## config.mk

```make
export PLATFORM = sky130hd
export DESIGN_NAME = rpn_stack_ctrl
export DESIGN_NICKNAME = d
export VERILOG_FILES = /design/src/rtl/rpn_pkg.sv /design/src/rtl/rpn_alu.sv /design/src/rtl/rpn_stack_ctrl.sv
export SDC_FILE = /design/constraint.sdc
export NUM_CORES = 1
export LEC_CHECK = 0
export CORE_ASPECT_RATIO = 0.5
export CORE_MARGIN = 2
export CORE_UTILIZATION = 57
export CTS_CLUSTER_DIAMETER = 60
export DETAILED_ROUTE_END_ITERATION = 8
export PLACE_DENSITY = 0.94
export RECOVER_POWER = 25
export SYNTH_ARGS = -nofsm -noshare
export SYNTH_HDL_FRONTEND = slang
export SYNTH_SLANG_ARGS = --single-unit
```

## constraint.sdc

```tcl
create_clock -name clk -period 7 [get_ports clk]
set_input_delay 0.7 -clock clk [delete_from_list [all_inputs] [get_ports clk]]
set_output_delay 0.7 -clock clk [all_outputs]
set_load 0.03 [all_outputs]
```

## src/rtl/rpn_pkg.sv

```systemverilog
// Shared constants, opcodes and sequencer states for the RPN stack controller.
package rpn_pkg;

  localparam int DW = 8;

  localparam logic [2:0] OP_ADD  = 3'd0;
  localparam logic [2:0] OP_SUB  = 3'd1;
  localparam logic [2:0] OP_AND  = 3'd2;
  localparam logic [2:0] OP_OR   = 3'd3;
  localparam logic [2:0] OP_XOR  = 3'd4;
  localparam logic [2:0] OP_DUP  = 3'd5;
  localparam logic [2:0] OP_SWAP = 3'd6;
  localparam logic [2:0] OP_DROP = 3'd7;

  typedef enum logic [2:0] {
    IDLE,
    PUSHN,
    POP1,
    REPL,
    PUSH2
  } state_t;

  // Two-operand opcodes that produce a reported result.
  function automatic logic is_binary(input logic [2:0] op);
    return (op <= OP_XOR);
  endfunction

endpackage

```

## src/rtl/rpn_alu.sv

```systemverilog
// Combinational operator evaluation, result = f(B, A).
// Define RPN_SAT_EN to make ADD saturate at 255 and SUB floor at 0.
module rpn_alu
  import rpn_pkg::*;
(
  input  logic [2:0]    opcode,
  input  logic [DW-1:0] b,
  input  logic [DW-1:0] a,
  output logic [DW-1:0] result
);

`ifdef RPN_SAT_EN
  logic [DW:0] sum;
  logic [DW:0] diff;

  assign sum  = {1'b0, b} + {1'b0, a};
  assign diff = {1'b0, b} - {1'b0, a};
`endif

  always_comb begin
    result = '0;
    case (opcode)
`ifdef RPN_SAT_EN
      OP_ADD: result = sum[DW]  ? '1 : sum[DW-1:0];
      OP_SUB: result = diff[DW] ? '0 : diff[DW-1:0];
`else
      OP_ADD: result = b + a;
      OP_SUB: result = b - a;
`endif
      OP_AND: result = b & a;
      OP_OR:  result = b | a;
      OP_XOR: result = b ^ a;
      default: result = '0;
    endcase
  end

endmodule

```

## src/rtl/rpn_stack_ctrl.sv

```systemverilog
// RPN token sequencer driving an external LIFO stack through push/pop/wr_data.
// Optional RPN_SAT_EN selects saturating ADD/SUB inside rpn_alu.
module rpn_stack_ctrl
  import rpn_pkg::*;
#(
  parameter int DEPTH = 16,
  parameter int CW    = $clog2(DEPTH + 1)
) (
  input  logic          clk,
  input  logic          rst_n,
  input  logic          tok_valid,
  output logic          tok_ready,
  input  logic          tok_is_op,
  input  logic [DW-1:0] tok_data,
  output logic          push,
  output logic          pop,
  output logic [DW-1:0] wr_data,
  input  logic [DW-1:0] rd_data,
  output logic [CW-1:0] depth,
  output logic          res_valid,
  output logic [DW-1:0] res_data,
  output logic          err,
  input  logic          clr_err
);

  localparam logic [CW-1:0] FULL = CW'(DEPTH);
  localparam logic [CW-1:0] ONE  = CW'(1);
  localparam logic [CW-1:0] TWO  = CW'(2);

  state_t        state_reg, state_next;
  logic [2:0]    op_reg, op_next;
  logic [DW-1:0] val_reg, val_next;
  logic [DW-1:0] a_reg, a_next;
  logic [DW-1:0] b_reg, b_next;
  logic [CW-1:0] depth_reg, depth_next;
  logic          err_reg, err_next;
  logic          err_set;
  logic [2:0]    tok_op;
  logic [DW-1:0] alu_result;

  assign tok_op    = tok_data[2:0];
  assign tok_ready = (state_reg == IDLE);
  assign depth     = depth_reg;
  assign err       = err_reg;

  // In REPL rd_data already shows B because A was popped the cycle before.
  rpn_alu u_alu (
    .opcode (op_reg),
    .b      (rd_data),
    .a      (a_reg),
    .result (alu_result)
  );

  always_ff @(posedge clk or negedge rst_n) begin
    if (!rst_n) begin
      state_reg <= IDLE;
      op_reg    <= '0;
      val_reg   <= '0;
      a_reg     <= '0;
      b_reg     <= '0;
      depth_reg <= '0;
      err_reg   <= 1'b0;
    end else begin
      state_reg <= state_next;
      op_reg    <= op_next;
      val_reg   <= val_next;
      a_reg     <= a_next;
      b_reg     <= b_next;
      depth_reg <= depth_next;
      err_reg   <= err_next;
    end
  end

  always_comb begin
    state_next = state_reg;
    op_next    = op_reg;
    val_next   = val_reg;
    a_next     = a_reg;
    b_next     = b_reg;
    depth_next = depth_reg;
    err_set    = 1'b0;
    push       = 1'b0;
    pop        = 1'b0;
    wr_data    = '0;
    res_valid  = 1'b0;
    res_data   = '0;

    case (state_reg)
      IDLE: begin
        if (tok_valid) begin
          if (!tok_is_op) begin
            if (depth_reg != FULL) begin
              val_next   = tok_data;
              state_next = PUSHN;
            end else begin
              err_set = 1'b1;
            end
          end else begin
            op_next = tok_op;
            case (tok_op)
              OP_DUP: begin
                if (depth_reg != '0 && depth_reg != FULL) begin
                  val_next   = rd_data;
                  state_next = PUSHN;
                end else begin
                  err_set = 1'b1;
                end
              end
              OP_DROP: begin
                if (depth_reg >= ONE) state_next = POP1;
                else                  err_set    = 1'b1;
              end
              default: begin
                if (depth_reg >= TWO) state_next = POP1;
                else                  err_set    = 1'b1;
              end
            endcase
          end
        end
      end

      PUSHN: begin
        push       = 1'b1;
        wr_data    = val_reg;
        depth_next = depth_reg + ONE;
        state_next = IDLE;
      end

      POP1: begin
        pop        = 1'b1;
        a_next     = rd_data;
        depth_next = depth_reg - ONE;
        state_next = (op_reg == OP_DROP) ? IDLE : REPL;
      end

      // push+pop together overwrite B in place.
      REPL: begin
        push   = 1'b1;
        pop    = 1'b1;
        b_next = rd_data;
        if (op_reg == OP_SWAP) begin
          wr_data    = a_reg;
          state_next = PUSH2;
        end else begin
          wr_data    = alu_result;
          res_valid  = is_binary(op_reg);
          res_data   = alu_result;
          state_next = IDLE;
        end
      end

      PUSH2: begin
        push       = 1'b1;
        wr_data    = b_reg;
        depth_next = depth_reg + ONE;
        state_next = IDLE;
      end

      default: state_next = IDLE;
    endcase

    err_next = err_set | (err_reg & ~clr_err);
  end

endmodule

```

==> Word level (Yosys, flattened, before mapping) <==
Index checks and enable logic that the tools add are counted.
{ "totals": {"reg_bits": 36, "inputBits": 21, "out_inout_bits": 26, "elab_cells": 84} }
{ "op_classes": {"add_sub_neg": 4, "order_cmp": 3, "eq_ne": 20, "muxes": 32, "bitwise": 6, "n_reduce_logical": 12} }
{ "ops": {"columns": ["op", "count"], "rows": [
  ["2-to-1 mux 8 bit", 7],
  ["case mux 8 bit (5 select lines)", 1],
  ["case mux 8 bit (3 select lines)", 1],
  ["2-to-1 mux 3 bit", 7],
  ["== test 3 bit, second input constant", 6],
  ["== test 3 x 2 -> 1 bit, second input constant", 4],
  ["2-to-1 mux 1 bit", 11],
  ["case mux 5 bit (2 select lines)", 1],
  ["AND reduction 5 bit", 2],
  ["case mux 3 bit (3 select lines)", 1],
  ["adder 8 bit", 1],
  ["AND 8 bit", 1],
  ["inequality test 4 bit, second input constant", 2],
  ["OR 8 bit", 1],
  ["subtractor 8 bit", 1],
  ["bitwise XOR 8 bit", 1],
  ["== test 3 x 1 -> 1 bit, second input constant", 2],
  ["logical NOT 3 bit", 2],
  ["case mux 3 bit (2 select lines)", 1],
  ["adder 5 x 1 -> 5 bit, second input constant", 1],
  [">= comparator 5 x 1 -> 1 bit, second input constant", 1],
  [">= comparator 5 x 2 -> 1 bit, second input constant", 1],
  ["inequality test 5 x 2 -> 1 bit, second input constant", 1],
  ["inequality test 5 bit, second input constant", 1],
  ["other kinds (16)", 19]
]} }

==> Depth between registers and ports, before layout <==
Gate-level depths: netlist (run 1).
{ "logic_depth": {"depth_word": 8, "depth_mapped": 11, "mapped_depth_nobuf": 11} }

==> Cells and area by module <==
Synthesis (run 1) repeated with hierarchy kept, for this count alone.
{ "hier_totals": {"hier_cells": 330, "area_unflattened_um2": 3050.4} }
{ "modules_own_cells": {"columns": ["module", "instances", "cells_per_inst", "area_each_um2", "seq_area_each_um2"], "rows": [
  ["rpn_stack_ctrl", 1, 201, 2119.5, 900.9],
  ["rpn_alu", 1, 129, 930.9, 0.0]
]} }

==> Least setup slack after synthesis (run 1) <==
No wires, ideal clock.
{ "synth_timing": {"path_kind": "register -> output", "from": "reg op_reg[2]", "to": "out wr_data[2]", "arrival_time_ns": 2.707, "required_time_ns": 6.300, "slack_ns": 3.593, "path_stages_with_launch": 9, "n_path_buf": 0, "path_cell_list": "dfrtp_1 nor3b_2 mux2i_1 fa_1 xor2_1 nor2_1 a211o_1 a21oi_1 a211o_1"} }
{ "synth_via": {"elab_chain_len": 4, "elab_cells_between_ends": 9, "classes_between": "5 x eq/ne; 3 x mux; 1 x reduce/logical"} }
{ "synth_rtl": {"columns": ["item", "line_no", "rtl"], "rows": [
  ["start, declared", "rpn_stack_ctrl.sv:31", "logic [2:0] op_reg, op_next;"],
  ["start signal, assigned", "rpn_stack_ctrl.sv:65", "op_reg <= op_next;"],
  ["== test 3 bit, or another cell as far along", "rpn_alu.sv:22", "case (opcode)"],
  ["case mux 8 bit (5 select lines)", "rpn_alu.sv:22", null],
  ["2-to-1 mux 8 bit *", "rpn_stack_ctrl.sv:141", "if (op_reg == OP_SWAP) begin"],
  ["case mux 8 bit (3 select lines) *", "rpn_stack_ctrl.sv:88", "case (state_reg)"],
  ["end, declared", "rpn_stack_ctrl.sv:17", "output logic [DW-1:0] wr_data,"]
]} }
Mark *: on every way between the ends. The rest lies on a longest branch, timed or not.

==> Final worst setup path (run 1) <==
{ "layout_timing": {"from": "reg op_reg[0]", "to": "out wr_data[5]"} }
Same word-level chain as after synthesis.

==> results of run 1 <==
==> through the flow <==
stage	utilization	setup slack (ps)	area, um^2
floorplan	-	3590	2930
global placement	0.691	2740	3410
detailed placement	0.691	2600	3410
CTS	0.714	2250	3520
global route	0.713	2010	3520
finish	0.713	2170	3520
==> path summary, 6_finish.rpt <==
kind | end | start | slack [ps] | depth (start not counted)
worst max-delay path | wr_data[5] | op_reg[0]$_DFFE_PN0P_ | 2170 | 10
worst min-delay path | b_reg[0]$_DFFE_PN0P_ | b_reg[0]$_DFFE_PN0P_ | 490 | 2
worst max register to register | depth[4]$_DFFE_PN0P_ | state_reg[1]$_DFFE_PN0P_ | 4490 | 5
worst min register to register | b_reg[0]$_DFFE_PN0P_ | b_reg[0]$_DFFE_PN0P_ | 490 | 2
max in group asynchronous | a_reg[0]$_DFFE_PN0P_ | rst_n | 4330 | 2
min in group asynchronous | a_reg[5]$_DFFE_PN0P_ | rst_n | 1520 | 2
==> cell families (layout without fill, tap and decap cells) <==
kind of cell | count (synthesis) | in the layout
compound gates | 97 | 97
buf+inv | 41 | 81
xor+xnor | 16 | 16
mux | 18 | 18
fa+ha+maj | 31 | 31
flops | 36 | 36
simple gates | 99 | 99
==> final cells by class <==
type	count	area [um^2]	area share
Clock buffer	5	68.8	0.0196
Clock inverter	3	42.5	0.0121
Inverter	25	93.8	0.0267
Multi-Input combinational cell	261	1850	0.526
Sequential cell	36	901	0.256
Tap cell	70	87.6	0.0249
Timing Repair Buffer	48	472	0.134
==> layer usage <==
| layer | routed length, um | part of all wire | vias up |
|---|---|---|---|
| met1 | 3420 | 0.44 | 1286 |
| met3 | 612 | 0.079 | 14 |
| li1 | - | - | 1268 |
| met4 | 112 | 0.014 | 0 |
| met2 | 3600 | 0.46 | 123 |
| met5 | 0 | 0 | - |
==> Yosys cell counts (2+ instances only) <==
master / number / share of area
sky130_fd_sc_hd__dfrtp_1: 36 / 0.31
sky130_fd_sc_hd__a22oi_1: 11 / 0.028
sky130_fd_sc_hd__buf_2: 7 / 0.012
sky130_fd_sc_hd__a211o_1: 4 / 0.012
sky130_fd_sc_hd__nor3_1: 2 / 0.0034
sky130_fd_sc_hd__inv_1: 25 / 0.032
sky130_fd_sc_hd__clkbuf_1: 6 / 0.0077
sky130_fd_sc_hd__nand3b_1: 6 / 0.015
sky130_fd_sc_hd__o21ai_2: 2 / 0.0060
sky130_fd_sc_hd__a31oi_1: 3 / 0.0064
sky130_fd_sc_hd__ha_1: 29 / 0.12
sky130_fd_sc_hd__nand2_1: 34 / 0.044
sky130_fd_sc_hd__o22ai_1: 2 / 0.0043
sky130_fd_sc_hd__a21oi_1: 19 / 0.033
sky130_fd_sc_hd__o211ai_1: 2 / 0.0051
sky130_fd_sc_hd__xnor2_1: 14 / 0.042
sky130_fd_sc_hd__nor2_1: 25 / 0.032
sky130_fd_sc_hd__o221ai_1: 2 / 0.0060
sky130_fd_sc_hd__a21boi_0: 4 / 0.010
sky130_fd_sc_hd__and3_1: 2 / 0.0043
sky130_fd_sc_hd__mux2i_1: 15 / 0.051
sky130_fd_sc_hd__nor3b_1: 2 / 0.0051
sky130_fd_sc_hd__o22a_1: 2 / 0.0060
sky130_fd_sc_hd__nor3b_2: 2 / 0.0086
sky130_fd_sc_hd__o21ai_0: 31 / 0.053
sky130_fd_sc_hd__o211ai_2: 2 / 0.0086
sky130_fd_sc_hd__o21a_1: 3 / 0.0077
sky130_fd_sc_hd__nand3_1: 7 / 0.012
sky130_fd_sc_hd__nand2b_1: 5 / 0.011
sky130_fd_sc_hd__xor2_1: 2 / 0.0060
sky130_fd_sc_hd__nor2b_1: 5 / 0.011
sky130_fd_sc_hd__a41oi_1: 2 / 0.0060
sky130_fd_sc_hd__mux2_2: 3 / 0.012
==> power by group <==
group          leakage [uW]  switching [uW]  internal [uW]
clock             0.0000541            88.5            106
sequential         0.000444             155            305
combinational       0.00104             606            476
total               0.00154             849            887
==> worst reg2reg max path, stage by stage, from the launching register on <==
cell                      delay (ps)
sky130_fd_sc_hd__dfrtp_1         850
sky130_fd_sc_hd__nor3b_2        1050
sky130_fd_sc_hd__nand2_1         110
sky130_fd_sc_hd__nor3_1          170
sky130_fd_sc_hd__a31oi_1          70
sky130_fd_sc_hd__xnor2_1         150
==> run_results.csv, run 1 <==
group,metric,value,unit
run_status,status,"finished with violations",
run_status,violations,"capacitance limit, slew limit",
logic_synthesis,combinational_family_with_the_most_area_after_synthesis,"compound AO/OA/AOI/OAI gates",
finish,layout.cells.most_common,"sky130_fd_sc_hd__clkdlybuf4s50_1",
logic_synthesis,synth_mux_area_frac,0.0629,
worst_setup_path,critical_path_required,6300,ps
logic_synthesis,synth_top_flop_cell,"sky130_fd_sc_hd__dfrtp_1",
worst_setup_path,timing.critical_path.to_type,"output pin",
logic_synthesis,synth-edff-count,0,
logic_synthesis,synth_compound_area_frac,0.216,
floorplanning,core-area,0.00493,mm^2
finish,fill_cell_count,362,
logic_synthesis,synth_adder_area_share,0.134,
floorplanning,dieWidth,105,um
worst_setup_path,startpoint_types,"register",
worst_setup_path,timing.critical_path.cells,"nor3b_2, nor2_1, xnor2_1, ha_1, a21oi_1, a21boi_0, or4b_1, a31o_1, nand3_1, clkdlybuf4s50_1",
logic_synthesis,postSynthAreaPerCell,8.65,um^2
timing,worst-slew-pin-transition,2020,ps
pwr,ir_drop,0.000288,V
floorplanning,io-pin-count,47,
routing,finalWirelength,7750,um
run,cap_viol_max_count,1,
worst_setup_path,path_delay_family,"simple AND/OR/NAND/NOR gates",
timing,maxClockFrequency,0.207,GHz
timing,timing.clock.skew,5.06,ps
worst_hold_path,hold_path.class,"register to register",
timing,timing.hold.ws,494,ps
routing,wl_per_cell,17.3,um
place,gpl.final_weighted_congestion,0.923,
timing,min_period,4830,ps
worst_setup_path,criticalPathCategory,"register to output pin",
worst_setup_path,critical_path_buf_inv_count,1,
place,detailedPlacementHpwl,5830,um
timing,finalSetupViolCount,0,
floorplanning,floorplan.die_area,0.00576,mm^2
global_routing,antenna_found_initial,0,
clocking,numCtsBuffers,5,
worst_setup_path,cp_slowest_stage_delay,790,ps
timing,final.setup.tns,0,ps
worst_setup_path,critPathMaxFanout,20,
logic_synthesis,postSynth.asyncResetShare,1.00,
routing,routed-via-count,2691,
timing,timing.final.crit_share,0.690,
place,port_buffer_count,46,
logic_synthesis,post_synthesis_simple_gate_area_fraction,0.172,
clocking,setup_buffers_after_cts,0,
clocking,cts.hold.buffers_added,0,
finish,drive_above_1_share,0.0582,
floorplanning,fp_rows,18,
global_routing,grt_overflow,0,
pwr,finalPower,1740,uW
global_routing,grtUsageMet1,0.371,
timing,drv_slew,37,
logic_synthesis,synthesis.instances,338,
global_routing,first_global_vias,2396,
clocking,ctsResizeCount,0,
routing,firstDrtPassIters,5,
timing,setup_repair_after_global_routing_missed_its_margin,"false",
logic_synthesis,ys_warn_count,0,
finish,layoutNonFillerInstCount,448,
worst_setup_path,cp_data_arrival_time,4130,ps
logic_synthesis,synth.yosys.seq_area_share,0.308,
timing,hold_viol_final,0,
global_routing,globalRouteMet3Util,0.0476,
routing,detailedRoute.firstIterationViolations,334,
floorplanning,dieHeight,54.7,um
clocking,clk_pin_slew,90,ps
finish,nets,428,
clocking,ctsHtreeMaxLevel,2,
clocking,tritoncts_sink_count,36,
timing,slew-limit-headroom,-0.345,
pwr,powerDensity,494,mW/mm^2
floorplanning,effective_utilization_at_floorplan,0.593,
logic_synthesis,syn-cell-area,0.00293,mm^2
finish,areaGrowthSynthToFinish,20.2,%
global_routing,grt_use_total,0.278,
logic_synthesis,post_synth_xor_area_fraction,0.0479,
finish,n_antenna_cell,0,
clocking,clock-root-buffer,"sky130_fd_sc_hd__clkbuf_8",
logic_synthesis,yosysUniqueCellTypes,55,
routing,detail_route.vias_per_cell,6.01,
global_routing,grt_most_used_layer,"met2",
logic_synthesis,yosys_register_bits,36,
clocking,clock_insertion_delay_worst_skew,300,ps
global_routing,grt_first_pass_wirelength,12100,um
logic_synthesis,syn_nets,389,
pwr,static-leakage-power,0.00154,uW
place,placedCellCount,440,
routing,drc,0,
clocking,tritoncts_clock_tree,"built",
routing,ant_nets,0,
finish,most-common-layout-cells,"45 x sky130_fd_sc_hd__clkdlybuf4s50_1, 36 x sky130_fd_sc_hd__dfrtp_1, 34 x sky130_fd_sc_hd__nand2_1, 31 x sky130_fd_sc_hd__o21ai_0, 29 x sky130_fd_sc_hd__ha_1",
global_routing,grt_start_max_net_pins,37,
worst_setup_path,critical_path_top_delay_cell,"sky130_fd_sc_hd__dfrtp_1",
global_routing,grt_util_met2,0.484,
clocking,clk_path_buf_depth,2,
(Power assumes the default switching activity.)
==> inputs of run 2 (changes only) <==
--- a/config.mk
+++ b/config.mk
@@ -7,10 +7,10 @@
 export LEC_CHECK = 0
 export CORE_ASPECT_RATIO = 0.5
 export CORE_MARGIN = 2
-export CORE_UTILIZATION = 57
+export CORE_UTILIZATION = 49
 export CTS_CLUSTER_DIAMETER = 60
 export DETAILED_ROUTE_END_ITERATION = 8
-export PLACE_DENSITY = 0.94
+export PLACE_DENSITY = 0.87
 export RECOVER_POWER = 25
 export SYNTH_ARGS = -nofsm -noshare
 export SYNTH_HDL_FRONTEND = slang
==> constraint.sdc (replaced) <==
create_clock -name clk -period 4.12 [get_ports clk]
set_input_delay 0.412 -clock clk [delete_from_list [all_inputs] [get_ports clk]]
set_output_delay 0.412 -clock clk [all_outputs]
set_load 0.03 [all_outputs]
==> run 2 against run 1 <==
The run ends with DRC, capacitance limit, slew limit left. Register-to-register slack lost 2600 ps. Design area increased by 3.0%. Clock skew grew 1.4 ps. Total power increased by 79%. Critical path depth is the same. Count of clock-buffer cells in the layout rose by 1. Clock power grew 120%. Die area increased by 15%. First-iteration DRC count down 11%. Non-clock buffer count is 5 higher. Critical path type unchanged. Critical endpoint is now res_data[5].
==> run_results.csv, run 2 (same netlist as run 1, synthesis figures left out) <==
group,metric,value,unit
run_status,status,"finished with violations",
run_status,violations,"DRC, capacitance limit, slew limit",
worst_setup_path,timing.critical_path.to_type,"output pin",
routing,routed-via-count,2751,
run,cap_viol_max_count,1,
timing,finalSetupViolCount,0,
global_routing,grt_first_pass_wirelength,13200,um
worst_hold_path,hold_path.class,"register to register",
place,place_worst_setup_slack,459,ps
timing,timing.clock.skew,6.44,ps
timing,min_period,4010,ps
pwr,ir_drop,0.000398,V
finish,fin_util,0.645,
clocking,clk_pin_slew,50,ps
finish,most-common-layout-cells,"43 x sky130_fd_sc_hd__clkdlybuf4s50_1, 36 x sky130_fd_sc_hd__dfrtp_1, 34 x sky130_fd_sc_hd__nand2_1, 31 x sky130_fd_sc_hd__o21ai_0, 29 x sky130_fd_sc_hd__ha_1",
floorplanning,dieWidth,113,um
timing,drv_slew,37,
worst_setup_path,worst_r2r_startpoint,"depth[0]$_DFFE_PN0P_",
global_routing,grt_start_max_net_pins,37,
worst_hold_path,hp-start,"b_reg[6]$_DFFE_PN0P_",
clocking,ctsHtreeMaxLevel,2,
global_routing,antenna_found_initial,0,
worst_setup_path,startpoint_types,"register",
timing,worst_slack_setup_final,108,ps
floorplanning,floorplan.die_area,0.00664,mm^2
worst_hold_path,hold_path_end,"b_reg[6]$_DFFE_PN0P_",
worst_setup_path,critPathMaxFanout,14,
clocking,numCtsBuffers,5,
routing,detail_route.vias_per_cell,6.03,
clocking,clk_path_buf_depth,2,
timing,slew-limit-headroom,-0.380,
floorplanning,dieHeight,58.6,um
finish,drive_above_1_share,0.0679,
worst_hold_path,hold-path-cell-count,2,
floorplanning,fp_rows,19,
routing,finalWirelength,8330,um
floorplanning,core-area,0.00561,mm^2
routing,drc,2,
clocking,cts.hold.buffers_added,0,
worst_setup_path,critical_path_required,3710,ps
global_routing,grt_overflow,0,
place,placedCellCount,448,
place,detailedPlacementHpwl,6060,um
routing,detailedRoute.firstIterationViolations,297,
finish,layoutNonFillerInstCount,456,
finish,areaGrowthSynthToFinish,23.8,%
routing,firstDrtPassIters,7,
clocking,clock-root-buffer,"sky130_fd_sc_hd__clkbuf_16",
worst_setup_path,path_delay_family,"simple AND/OR/NAND/NOR gates",
clocking,tritoncts_clock_tree,"built",
global_routing,grt_use_total,0.256,
clocking,ctsResizeCount,0,
worst_setup_path,timing.critical_path.cells,"nor3b_4, nor2_1, xnor2_1, ha_1, a21oi_1, a21boi_0, or4b_1, a31o_1, nand2_1, clkdlybuf4s50_1",
routing,ant_nets,0,
routing,wl_per_cell,18.3,um
worst_setup_path,cp_data_arrival_time,3600,ps
finish,layout.cells.most_common,"sky130_fd_sc_hd__clkdlybuf4s50_1",
global_routing,first_global_vias,2603,
pwr,static-leakage-power,0.00163,uW
timing,worst-slew-pin-transition,2070,ps
worst_setup_path,crit-reg2reg-capture,"val_reg[7]$_DFFE_PN0P_",
worst_setup_path,r2r.worst_path.cells,6,
place,gpl.final_weighted_congestion,0.941,
timing,hold_viol_final,0,
worst_setup_path,r2r_setup_slack,1930,ps
pwr,powerDensity,859,mW/mm^2
worst_setup_path,criticalPathCategory,"register to output pin",
floorplanning,io-pin-count,47,
worst_setup_path,critical_path_top_delay_cell,"sky130_fd_sc_hd__clkdlybuf4s50_1",
finish,nets,433,
clocking,setup_buffers_after_cts,0,
place,port_buffer_count,46,
timing,maxClockFrequency,0.249,GHz
clocking,tritoncts_sink_count,36,
timing,timing.hold.ws,482,ps
clocking,clock_insertion_delay_worst_skew,280,ps
finish,n_antenna_cell,0,
worst_setup_path,critical_path_buf_inv_count,1,
timing,timing.final.crit_share,0.974,
worst_setup_path,cp_slowest_stage_delay,680,ps
floorplanning,effective_utilization_at_floorplan,0.521,
-- run 2: changes by cell type in the layout (fill, tap and decap cells not counted) --
cell,change
sky130_fd_sc_hd__clkbuf_16,+5
sky130_fd_sc_hd__clkbuf_8,-5
sky130_fd_sc_hd__clkdlybuf4s50_1,-2
sky130_fd_sc_hd__clkbuf_1,+1
sky130_fd_sc_hd__clkinvlp_4,-1
sky130_fd_sc_hd__dlymetal6s2s_1,+2
sky130_fd_sc_hd__buf_4,+5
sky130_fd_sc_hd__nor3b_2,-1
sky130_fd_sc_hd__nor3b_4,+1
-- run 2: metal layers --
layer | up-vias | routed length [um] | part of all wire | track usage
li1 | 1284 | - | - | -
met1 | 1306 | 3760 | 0.45 | 0.360
met2 | 134 | 3660 | 0.44 | 0.417
met3 | 27 | 722 | 0.087 | 0.0484
met4 | 0 | 185 | 0.022 | 0.0610
met5 | - | 0 | 0 | 0
-- run 2: how the worst max path moves through the flow --
stage / cells after the start / to / from
3_3_place_gp: 11 / wr_data[2] / rd_data[0]
2_1_floorplan: 8 / wr_data[2] / op_reg[2]$_DFFE_PN0P_
4_1_cts: 10 / wr_data[5] / op_reg[2]$_DFFE_PN0P_
5_1_grt: 10 / res_data[5] / op_reg[1]$_DFFE_PN0P_
6_report: 10 / res_data[5] / op_reg[1]$_DFFE_PN0P_
3_5_place_dp: 10 / wr_data[5] / op_reg[2]$_DFFE_PN0P_
-- run 2: worst reg2reg max path, delay by kind of cell (launching register included) --
kind,cells,cell delay (ps)
compound gates,3,910
fa+ha+maj,1,180
buf+inv,1,160
flops,1,470
simple gates,1,320
-- run 2: stage by stage --
stage	total power [uW]	setup TNS [ps]	cell area, um^2
2_1_floorplan	2080	0	2930
3_3_place_gp	2550	0	3450
3_5_place_dp	2610	0	3450
4_1_cts	3070	0	3610
5_1_grt	3320	-31.5	3620
6_report	3110	0	3620
-- run 2: power breakdown --
| part | leakage, uW | switching, uW | internal, uW | total (uW) |
|---|---|---|---|---|
| clock network | 0.0000808 | 145 | 284 | 430 |
| registers | 0.000444 | 221 | 521 | 742 |
| logic | 0.00111 | 1100 | 836 | 1940 |
-- run 2: cell type report --
cell class / count / area (um^2)
flip-flops and latches: 36 / 901
multi-input cells: 261 / 1860
clock inverters: 2 / 35.0
well taps: 73 / 91.3
repair buffers: 53 / 514
clock buffers: 6 / 129
inverters: 25 / 93.8
fillers: 449 / 1990
